`src/rtl/ram_stream_reader.sv`:
```
// Read side of a single-clock circular buffer: issues RAM reads behind the writer's
// pointer and hides the one-cycle RAM latency with a head/skid output buffer.
module ram_stream_reader #(
  parameter int WIDTH     = 32,
  parameter int DEPTH     = 32,
  parameter int ADDR_BITS = $clog2(DEPTH)
) (
  input  logic                 clk,
  input  logic                 rst_n,
  input  logic [ADDR_BITS:0]   wr_ptr,
  output logic [ADDR_BITS:0]   rd_ptr,
  output logic                 ram_rd_en,
  output logic [ADDR_BITS-1:0] ram_rd_addr,
  input  logic [WIDTH-1:0]     ram_rd_data,
  output logic                 out_valid,
  output logic [WIDTH-1:0]     out_data,
  input  logic                 out_ready,
  input  logic                 flush,
  output logic [ADDR_BITS:0]   count,
  output logic                 overflow
);

  localparam logic [ADDR_BITS:0] DepthVal = (ADDR_BITS+1)'(DEPTH);

  logic [ADDR_BITS:0] iss_ptr_q, iss_ptr_d;
  logic [ADDR_BITS:0] rd_ptr_q, rd_ptr_d;
  logic               inflight_q, inflight_d;
  logic [1:0]         occ_q, occ_d;
  logic [WIDTH-1:0]   head_q, head_d;
  logic [WIDTH-1:0]   skid_q, skid_d;
  logic               overflow_q, overflow_d;

  logic               pop;
  logic               avail;
  logic               issue;
  logic [2:0]         fill;
  logic [1:0]         slot;
  logic [ADDR_BITS:0] count_w;

  // fill is the buffer occupancy after this edge before any new issue lands;
  // slot is where a returning word goes (0 = head, 1 = skid).
  always_comb begin
    pop        = (occ_q != 2'd0) && out_ready && !flush;
    avail      = (wr_ptr != iss_ptr_q);
    fill       = {1'b0, occ_q} + {2'b00, inflight_q} - {2'b00, pop};
    issue      = rst_n && avail && !flush && (fill < 3'd2);
    slot       = occ_q - {1'b0, pop};
    count_w    = wr_ptr - rd_ptr_q;

    iss_ptr_d  = iss_ptr_q;
    rd_ptr_d   = rd_ptr_q;
    inflight_d = issue;
    occ_d      = fill[1:0];
    head_d     = head_q;
    skid_d     = skid_q;
    overflow_d = overflow_q | (count_w > DepthVal);

    if (issue) begin
      iss_ptr_d = iss_ptr_q + 1'b1;
    end
    if (pop) begin
      rd_ptr_d = rd_ptr_q + 1'b1;
      if (occ_q == 2'd2) begin
        head_d = skid_q;
      end
    end
    if (inflight_q) begin
      if (slot == 2'd0) begin
        head_d = ram_rd_data;
      end else begin
        skid_d = ram_rd_data;
      end
    end
    // Flush drops buffered words and any read still returning from the RAM.
    if (flush) begin
      occ_d      = 2'd0;
      inflight_d = 1'b0;
      iss_ptr_d  = wr_ptr;
      rd_ptr_d   = wr_ptr;
    end
  end

  always_ff @(posedge clk or negedge rst_n) begin
    if (!rst_n) begin
      iss_ptr_q  <= '0;
      rd_ptr_q   <= '0;
      inflight_q <= 1'b0;
      occ_q      <= 2'd0;
      head_q     <= '0;
      skid_q     <= '0;
      overflow_q <= 1'b0;
    end else begin
      iss_ptr_q  <= iss_ptr_d;
      rd_ptr_q   <= rd_ptr_d;
      inflight_q <= inflight_d;
      occ_q      <= occ_d;
      head_q     <= head_d;
      skid_q     <= skid_d;
      overflow_q <= overflow_d;
    end
  end

  assign ram_rd_en   = issue;
  assign ram_rd_addr = iss_ptr_q[ADDR_BITS-1:0];
  assign rd_ptr      = rd_ptr_q;
  assign out_valid   = (occ_q != 2'd0);
  assign out_data    = head_q;
  assign count       = count_w;
  assign overflow    = overflow_q;

endmodule

```
`config.mk`:
```
export PLATFORM = sky130hd
export DESIGN_NAME = ram_stream_reader
export DESIGN_NICKNAME = d
export VERILOG_FILES = /design/src/rtl/ram_stream_reader.sv
export SDC_FILE = /design/constraint.sdc
export NUM_CORES = 1
export LEC_CHECK = 0
export BUFFER_PORTS_ARGS = -buffer_cell sky130_fd_sc_hd__buf_4
export CAP_MARGIN = 20
export CORE_UTILIZATION = 45
export DETAILED_ROUTE_END_ITERATION = 16
export MAX_ROUTING_LAYER = met4
export PLACE_DENSITY = 0.69
export REMOVE_ABC_BUFFERS = 1
export SLEW_MARGIN = 10
export SYNTH_ARGS = -nofsm -noshare
export SYNTH_HDL_FRONTEND = slang
export SYNTH_SLANG_ARGS = --single-unit
```
`constraint.sdc`:
```
create_clock -name clk -period 5.3 [get_ports clk]
set_input_delay 0.265 -clock clk [delete_from_list [all_inputs] [get_ports clk]]
set_output_delay 0.265 -clock clk [all_outputs]
set_load 0.05 [all_outputs]
```
# == Word level (Yosys, flattened, before mapping) ==
# Cells that the tools add are included.
# totals
reg_bits,80
latchBits,0
ramBits,0
mem_bits_ro,0
memories,0
# classes
add_sub_neg,6
n_mul,0
div_mod_pow,0
magnitude_cmp,2
n_eq_ne,2
shifts,0
n_mux,10
bitwise_logic,2
reduce_logical,11
# op_table
cell,count
two-way mux 32 bit,4
two-way mux 6 bit,4
"adder 6 x 1 -> 6 bit, second input constant",2
"greater-than comparator 6 bit, second input constant",1
!= test 6 bit,1
nonzero test 2 bit,3
subtractor 6 bit,1
logical AND 1 bit,5
adder 2 x 1 -> 3 bit,1
"less-than comparator 3 x 2 -> 1 bit, second input constant",1
subtractor 3 x 1 -> 3 bit,1
"equality test 2 bit, second input constant",1
logical NOT 2 bit,1
two-way mux 2 bit,1
AND reduction 2 bit,1
subtractor 2 x 1 -> 2 bit,1
logical NOT 1 bit,1
two-way mux 1 bit,1
inverter 1 bit,1
OR 1 bit,1

# == Logic depth before layout (Yosys ltp) ==
# depth
depth_word,8
mapped_depth,13

# == Least setup slack after synthesis ==
# No wires, ideal clock.
# synth_path
path_type,reg2reg
start,reg occ_q[0]
end,reg iss_ptr_q[0]
arrival_time_ns,2.835
t_required_ns,5.218
slack_ns,2.383
stages_incl_launch_ff,12
synth_period_minus_slack_ns,2.917
path_cell_list,dfrtp_1 -> o21ai_0 -> nor2_1 -> ha_1 -> inv_1 -> ha_1 -> fa_1 -> nor4b_2 -> o21ai_2 -> inv_1 -> nor3b_1 -> a31oi_1
# synth_via
elab_chain_cells,7
word_cells_on_any_way,8
# synth_lines
item,line_no,text
from (decl),28,"logic [1:0] occ_q, occ_d;"
from (signal assigned),88,occ_q <= 2'd0;
from (signal assigned),96,occ_q <= occ_d;
branches (longest 3 deep; another with adder 2 x 1 -> 3 bit),n/a,
subtractor 3 x 1 -> 3 bit *,45,"fill = {1'b0, occ_q} + {2'b00, inflight_q} - {2'b00, pop};"
less-than comparator 3 x 2 -> 1 bit *,46,issue = rst_n && avail && !flush && (fill < 3'd2);
logical AND 1 bit *,46,
net ram_rd_en,12,"output logic ram_rd_en,"
nonzero test 2 bit (no source line) *,n/a,
to (signal assigned),93,iss_ptr_q <= iss_ptr_d;
to (decl),25,"logic [ADDR_BITS:0] iss_ptr_q, iss_ptr_d;"
# Mark *: on every way through the listed nets, which the timed path passes.
# A chain may end at the register's enable or synchronous reset.

# == Final worst setup path ==
# layout_path
start,reg occ_q[1]
end,out ram_rd_en
# layout_via
elab_chain_cells,6
word_cells_on_any_way,7
# layout_lines
item,line_no
branches (longest 3 deep; another with adder 2 x 1 -> 3 bit),n/a
subtractor 3 x 1 -> 3 bit *,45
less-than comparator 3 x 2 -> 1 bit *,46
logical AND 1 bit *,46
to (decl),12
# Mark *: on every way between the ends.

==> impl.org <==
** Run status
- The flow ran to the end, and the final reports show no timing, DRC or antenna violations.

** STA
- The clock period could shrink to 3450 ps.
- Setup repair after global routing left no endpoint under its margin.
- For the final routed database, the setup TNS stands at 0 ps.
- Worst setup skew after layout :: approximately 12 ps
- The total count of max-transition violations in the final report came to 0.
- The worst path uses 65.1% of the clock period.
- At the pin with the least slew margin, the transition time is 876 ps.
- Worst slack on hold paths :: 159 ps
- Maximum clock rate :: 290 MHz
- Setup violators final :: 0
- The total count of hold-check failures in the final report is 0.
- In this run the tightest slew margin relative to its limit is roughly two fifths.

** Synthesis
- Flip-flop cell with the highest count after synthesis :: sky130_fd_sc_hd__dfrtp_1
- Gate Count Post-Synth :: approximately 350
- In this run the mean area of a mapped cell was 11.3 sq um.
- After synthesis the cells add up to 3920 sq um.
- Flip-flop and latch count after synthesis :: 80
- Number of warnings issued by yosys :: 0
- The biggest area contributor in the post-synthesis netlist is sky130_fd_sc_hd__dfrtp_1.
- Top-area cell type share of the netlist area :: between 50 and 60%
- In this run, synthesis inferred 0 flip-flops with an integrated enable.
- Share of synthesized flip-flops with an asynchronous set or reset :: 100%
- Number of distinct library cells after synthesis :: 43
- Sorting the synthesized cells by area gives the leading types as sky130_fd_sc_hd__dfrtp_1 51%, sky130_fd_sc_hd__mux2_2 9.2%, sky130_fd_sc_hd__mux2i_1 8.2%.
- After synthesis, flip-flops and latches occupy a little over 50% of the total area.

** Pwr
- Total power for the finished layout comes to 0.00323 W.
- Power per standard cell area :: ~650 nW/um^2
- IR analysis of the VDD net gives a maximum drop of 0.341 mV.
- The analysis attributes to cell leakage a power of around 2.2 nW.

** Setup path
- Maximum cell stage delay along the critical path :: about 470 ps
- STA puts the critical path data arrival time at roughly 3200 ps.
- For this design, the slowest cell found on the critical path is sky130_fd_sc_hd__dfrtp_1.
- STA classifies the critical path startpoint as a flop.
- The worst setup path is of the flop to output port kind.
- Crit-path cells :: o21ai_0 -> nor2_1 -> ha_1 -> inv_1 -> ha_1 -> fa_1 -> nor4b_2 -> o21ai_2 -> inv_1 -> buf_4
- CP bufs+invs :: 3
- The worst setup path is captured at an output port.
- Required arrival time at the worst endpoint :: between 5000 and 6000 ps
- Kind of cell adding the most delay to the critical path :: adder cells
- Highest fanout seen on the critical path :: 10

** Clock tree
- For the worst-skew pair, the clock arrives at the later sink with an insertion delay of 350 ps.
- TritonCTS built the clock tree.
- Clock-pin slew was measured on the worst setup and hold paths at about 90 ps.
- The clock net in this run drives a total of 80 sinks.
- TritonCTS created 9 clock buffers.
- The clock tree synthesis step divided the H-tree into 3 levels.
- Library cell used as clock root buffer :: sky130_fd_sc_hd__clkbuf_8
- Post-cts sizing count :: 0
- Clock tree buffer depth :: 2
- Count of buffers added by post-CTS timing repair for setup :: 0

** Layout
- Ratio of cells with drive above 1 in the final layout :: 34.7%
- Post-route cell area :: around 4900 sq um
- Final core utilization :: between 50% and 60%
- From synthesis to final layout, the design area changed by 26.3%.
- Diodes inserted :: 0
- For this run, the post-layout net count is just under 500.

** Routing
- Detail-routed net length per standard cell :: roughly 15 um
- DR vias/cell :: between 5 and 6
- Number of detailed-routing iterations run before antenna repair :: 4
- Total wire length after detailed routing :: 8.04 mm
- Starting DRT DRC Count :: about 110
- Antenna viol nets, final :: 0
- For this run, design rule violations remaining after detail routing come to 0.
- For this block, the via count after detailed routing is ~2800.

** Placement
- Summing all placed instances gives a cell area of around 4700 sq um.
- During placement, the flow inserted port buffers numbering 93.
- DP HPWL :: roughly 5.5 mm
- At the end of routability-driven placement, the weighted congestion stood at around 0.75.

** Global routing
- Total global routing track utilization :: about a fifth
- Global routing finished with a remaining overflow of 0.
- Entering global routing, the biggest net connects a little under 70 pins.
- Via count of the first global-routing pass :: 2761
- The first global-routing pass estimated ~13 mm of wire.
- Antenna violations before repair :: 0

** Floorplanning
- Measured along the y axis, the die boundary spans 95.3 um.
- Core box area :: about 8300 sq um
- For this configuration, the core starts out at a cell density of a little under half.
- Width of the die :: 95.3 um
- Number of core rows :: 33
- Number of placed I/O pins :: 94
- Overall die area :: approximately 9100 sq um

** Min path
- In this run the worst hold path is classified as primary input to flop.

** Job
- Count of maximum capacitance violations :: 0
## worst paths after layout
kind | start | endpoint | slack, ps | cells past startpoint
min in group asynchronous | rst_n | out_data[22]$_DFF_PN0_ | 310 | 2
max in group asynchronous | rst_n | out_data[31]$_DFF_PN0_ | 3870 | 3
max | occ_q[1]$_DFF_PN0_ | ram_rd_en | 1850 | 10
max reg2reg | occ_q[1]$_DFF_PN0_ | iss_ptr_q[5]$_DFFE_PN0P_ | 2250 | 10
min reg2reg | skid_q[25]$_DFFE_PN0P_ | skid_q[25]$_DFFE_PN0P_ | 510 | 1
min | ram_rd_data[25] | skid_q[25]$_DFFE_PN0P_ | 160 | 2
## sequential cells by signal, indices dropped and copies added (netlist names)
signal,cells
iss_ptr_q,6
occ_q,2
skid_q,32
rd_ptr,6
inflight_q,1
out_data,32
overflow,1
## metrics by stage
| stage | setup slack, ps | instances |
|---|---|---|
| 4_1_cts | 1830 | 545 |
| 2_1_floorplan | 2150 | 327 |
| 5_1_grt | 1650 | 546 |
| 3_5_place_dp | 2220 | 529 |
| 6_report | 1850 | 546 |
| 3_3_place_gp | 2310 | 529 |
## Yosys cell counts (2+ instances only)
| library cell | count |
|---|---|
| sky130_fd_sc_hd__nor2_1 | 37 |
| sky130_fd_sc_hd__a31oi_1 | 2 |
| sky130_fd_sc_hd__inv_1 | 17 |
| sky130_fd_sc_hd__mux2_2 | 32 |
| sky130_fd_sc_hd__a21oi_1 | 37 |
| sky130_fd_sc_hd__xnor2_1 | 12 |
| sky130_fd_sc_hd__nand3_1 | 4 |
| sky130_fd_sc_hd__xor2_1 | 4 |
| sky130_fd_sc_hd__nand2_1 | 6 |
| sky130_fd_sc_hd__nand4_1 | 2 |
| sky130_fd_sc_hd__buf_2 | 4 |
| sky130_fd_sc_hd__nor2b_1 | 2 |
| sky130_fd_sc_hd__nor3b_1 | 3 |
| sky130_fd_sc_hd__o21ai_0 | 11 |
| sky130_fd_sc_hd__and3_1 | 3 |
| sky130_fd_sc_hd__ha_1 | 10 |
| sky130_fd_sc_hd__and2_1 | 2 |
| sky130_fd_sc_hd__fa_1 | 2 |
| sky130_fd_sc_hd__clkbuf_1 | 7 |
| sky130_fd_sc_hd__a21o_1 | 3 |
| sky130_fd_sc_hd__nand2b_1 | 3 |
| sky130_fd_sc_hd__or2_2 | 2 |
| sky130_fd_sc_hd__a221o_1 | 2 |
| sky130_fd_sc_hd__or3_1 | 2 |
| sky130_fd_sc_hd__dfrtp_1 | 80 |
| sky130_fd_sc_hd__buf_4 | 5 |
| sky130_fd_sc_hd__mux2i_1 | 32 |
| sky130_fd_sc_hd__o21ai_1 | 3 |
| sky130_fd_sc_hd__buf_6 | 3 |
## kinds of logic after synthesis
family / synth area share [%]
adders and majority gates: 4.22
buffers and inverters: 4.73
muxes: 17.4
xor gates and xnor gates: 3.58
and+or+nand+nor: 9.27
DFF: 51.1
AOI/OAI and AO/OA: 9.68
## cell type report
class / instances / area [sq um]
timing repair buffer: 99 / 766
clock buffer: 10 / 128
inverter: 18 / 67.6
clock inverter: 5 / 106
fill: 707 / 3350
tap: 105 / 131
sequential: 80 / 2000
multi-input combinational: 229 / 1740
## layer usage
layer	share of wire, %	track usage (%)	routed length [um]
met2	47	30.2	3750
met1	47	24.2	3750
met5	0	-	0
met3	5.9	4.70	475
met4	0.87	6.44	70
## power breakdown
| part | switching, W | total, W | internal, W | leakage (nW) |
|---|---|---|---|---|
| registers | 0.000184 | 0.00108 | 0.000892 | 0.935 |
| logic | 0.00102 | 0.00161 | 0.000591 | 1.19 |
| clock network | 0.000226 | 0.000537 | 0.000312 | 0.113 |
## worst reg2reg max path, delay by kind of cell (launching register included)
| kind | cells | cell delay (ps) |
|---|---|---|
| AO/OA/AOI/OAI | 4 | 1020 |
| AND/OR/NAND/NOR | 2 | 490 |
| flip-flops | 1 | 470 |
| adder cells (fa/ha/maj) | 3 | 950 |
| buffers and inverters | 1 | 40 |
## layout by cell type (no fill, tap or decap), types with 2 or more instances in the layout
master / n
sky130_fd_sc_hd__o21ai_1: 2
sky130_fd_sc_hd__nor2_1: 37
sky130_fd_sc_hd__and2_1: 2
sky130_fd_sc_hd__a221o_1: 2
sky130_fd_sc_hd__buf_4: 97
sky130_fd_sc_hd__xor2_1: 4
sky130_fd_sc_hd__a21o_1: 3
sky130_fd_sc_hd__inv_1: 17
sky130_fd_sc_hd__nand3_1: 3
sky130_fd_sc_hd__nand4_1: 2
sky130_fd_sc_hd__clkbuf_8: 9
sky130_fd_sc_hd__and3_1: 3
sky130_fd_sc_hd__mux2i_1: 32
sky130_fd_sc_hd__nand2_1: 6
sky130_fd_sc_hd__a21oi_1: 37
sky130_fd_sc_hd__o21ai_0: 11
sky130_fd_sc_hd__or3_1: 2
sky130_fd_sc_hd__or2_2: 2
sky130_fd_sc_hd__dfrtp_1: 80
sky130_fd_sc_hd__nor2b_1: 2
sky130_fd_sc_hd__nor3b_1: 3
sky130_fd_sc_hd__bufinv_16: 3
sky130_fd_sc_hd__nand2b_1: 3
sky130_fd_sc_hd__ha_1: 10
sky130_fd_sc_hd__fa_1: 2
sky130_fd_sc_hd__xnor2_1: 12
sky130_fd_sc_hd__mux2_2: 32
sky130_fd_sc_hd__a31oi_1: 2
## what timing repair did
item,CTS,global route
hold endpoints to repair,12,0
hold buffers,1,0
setup endpoints to repair,0,0
Note: power is estimated with default switching activity, not from simulation.
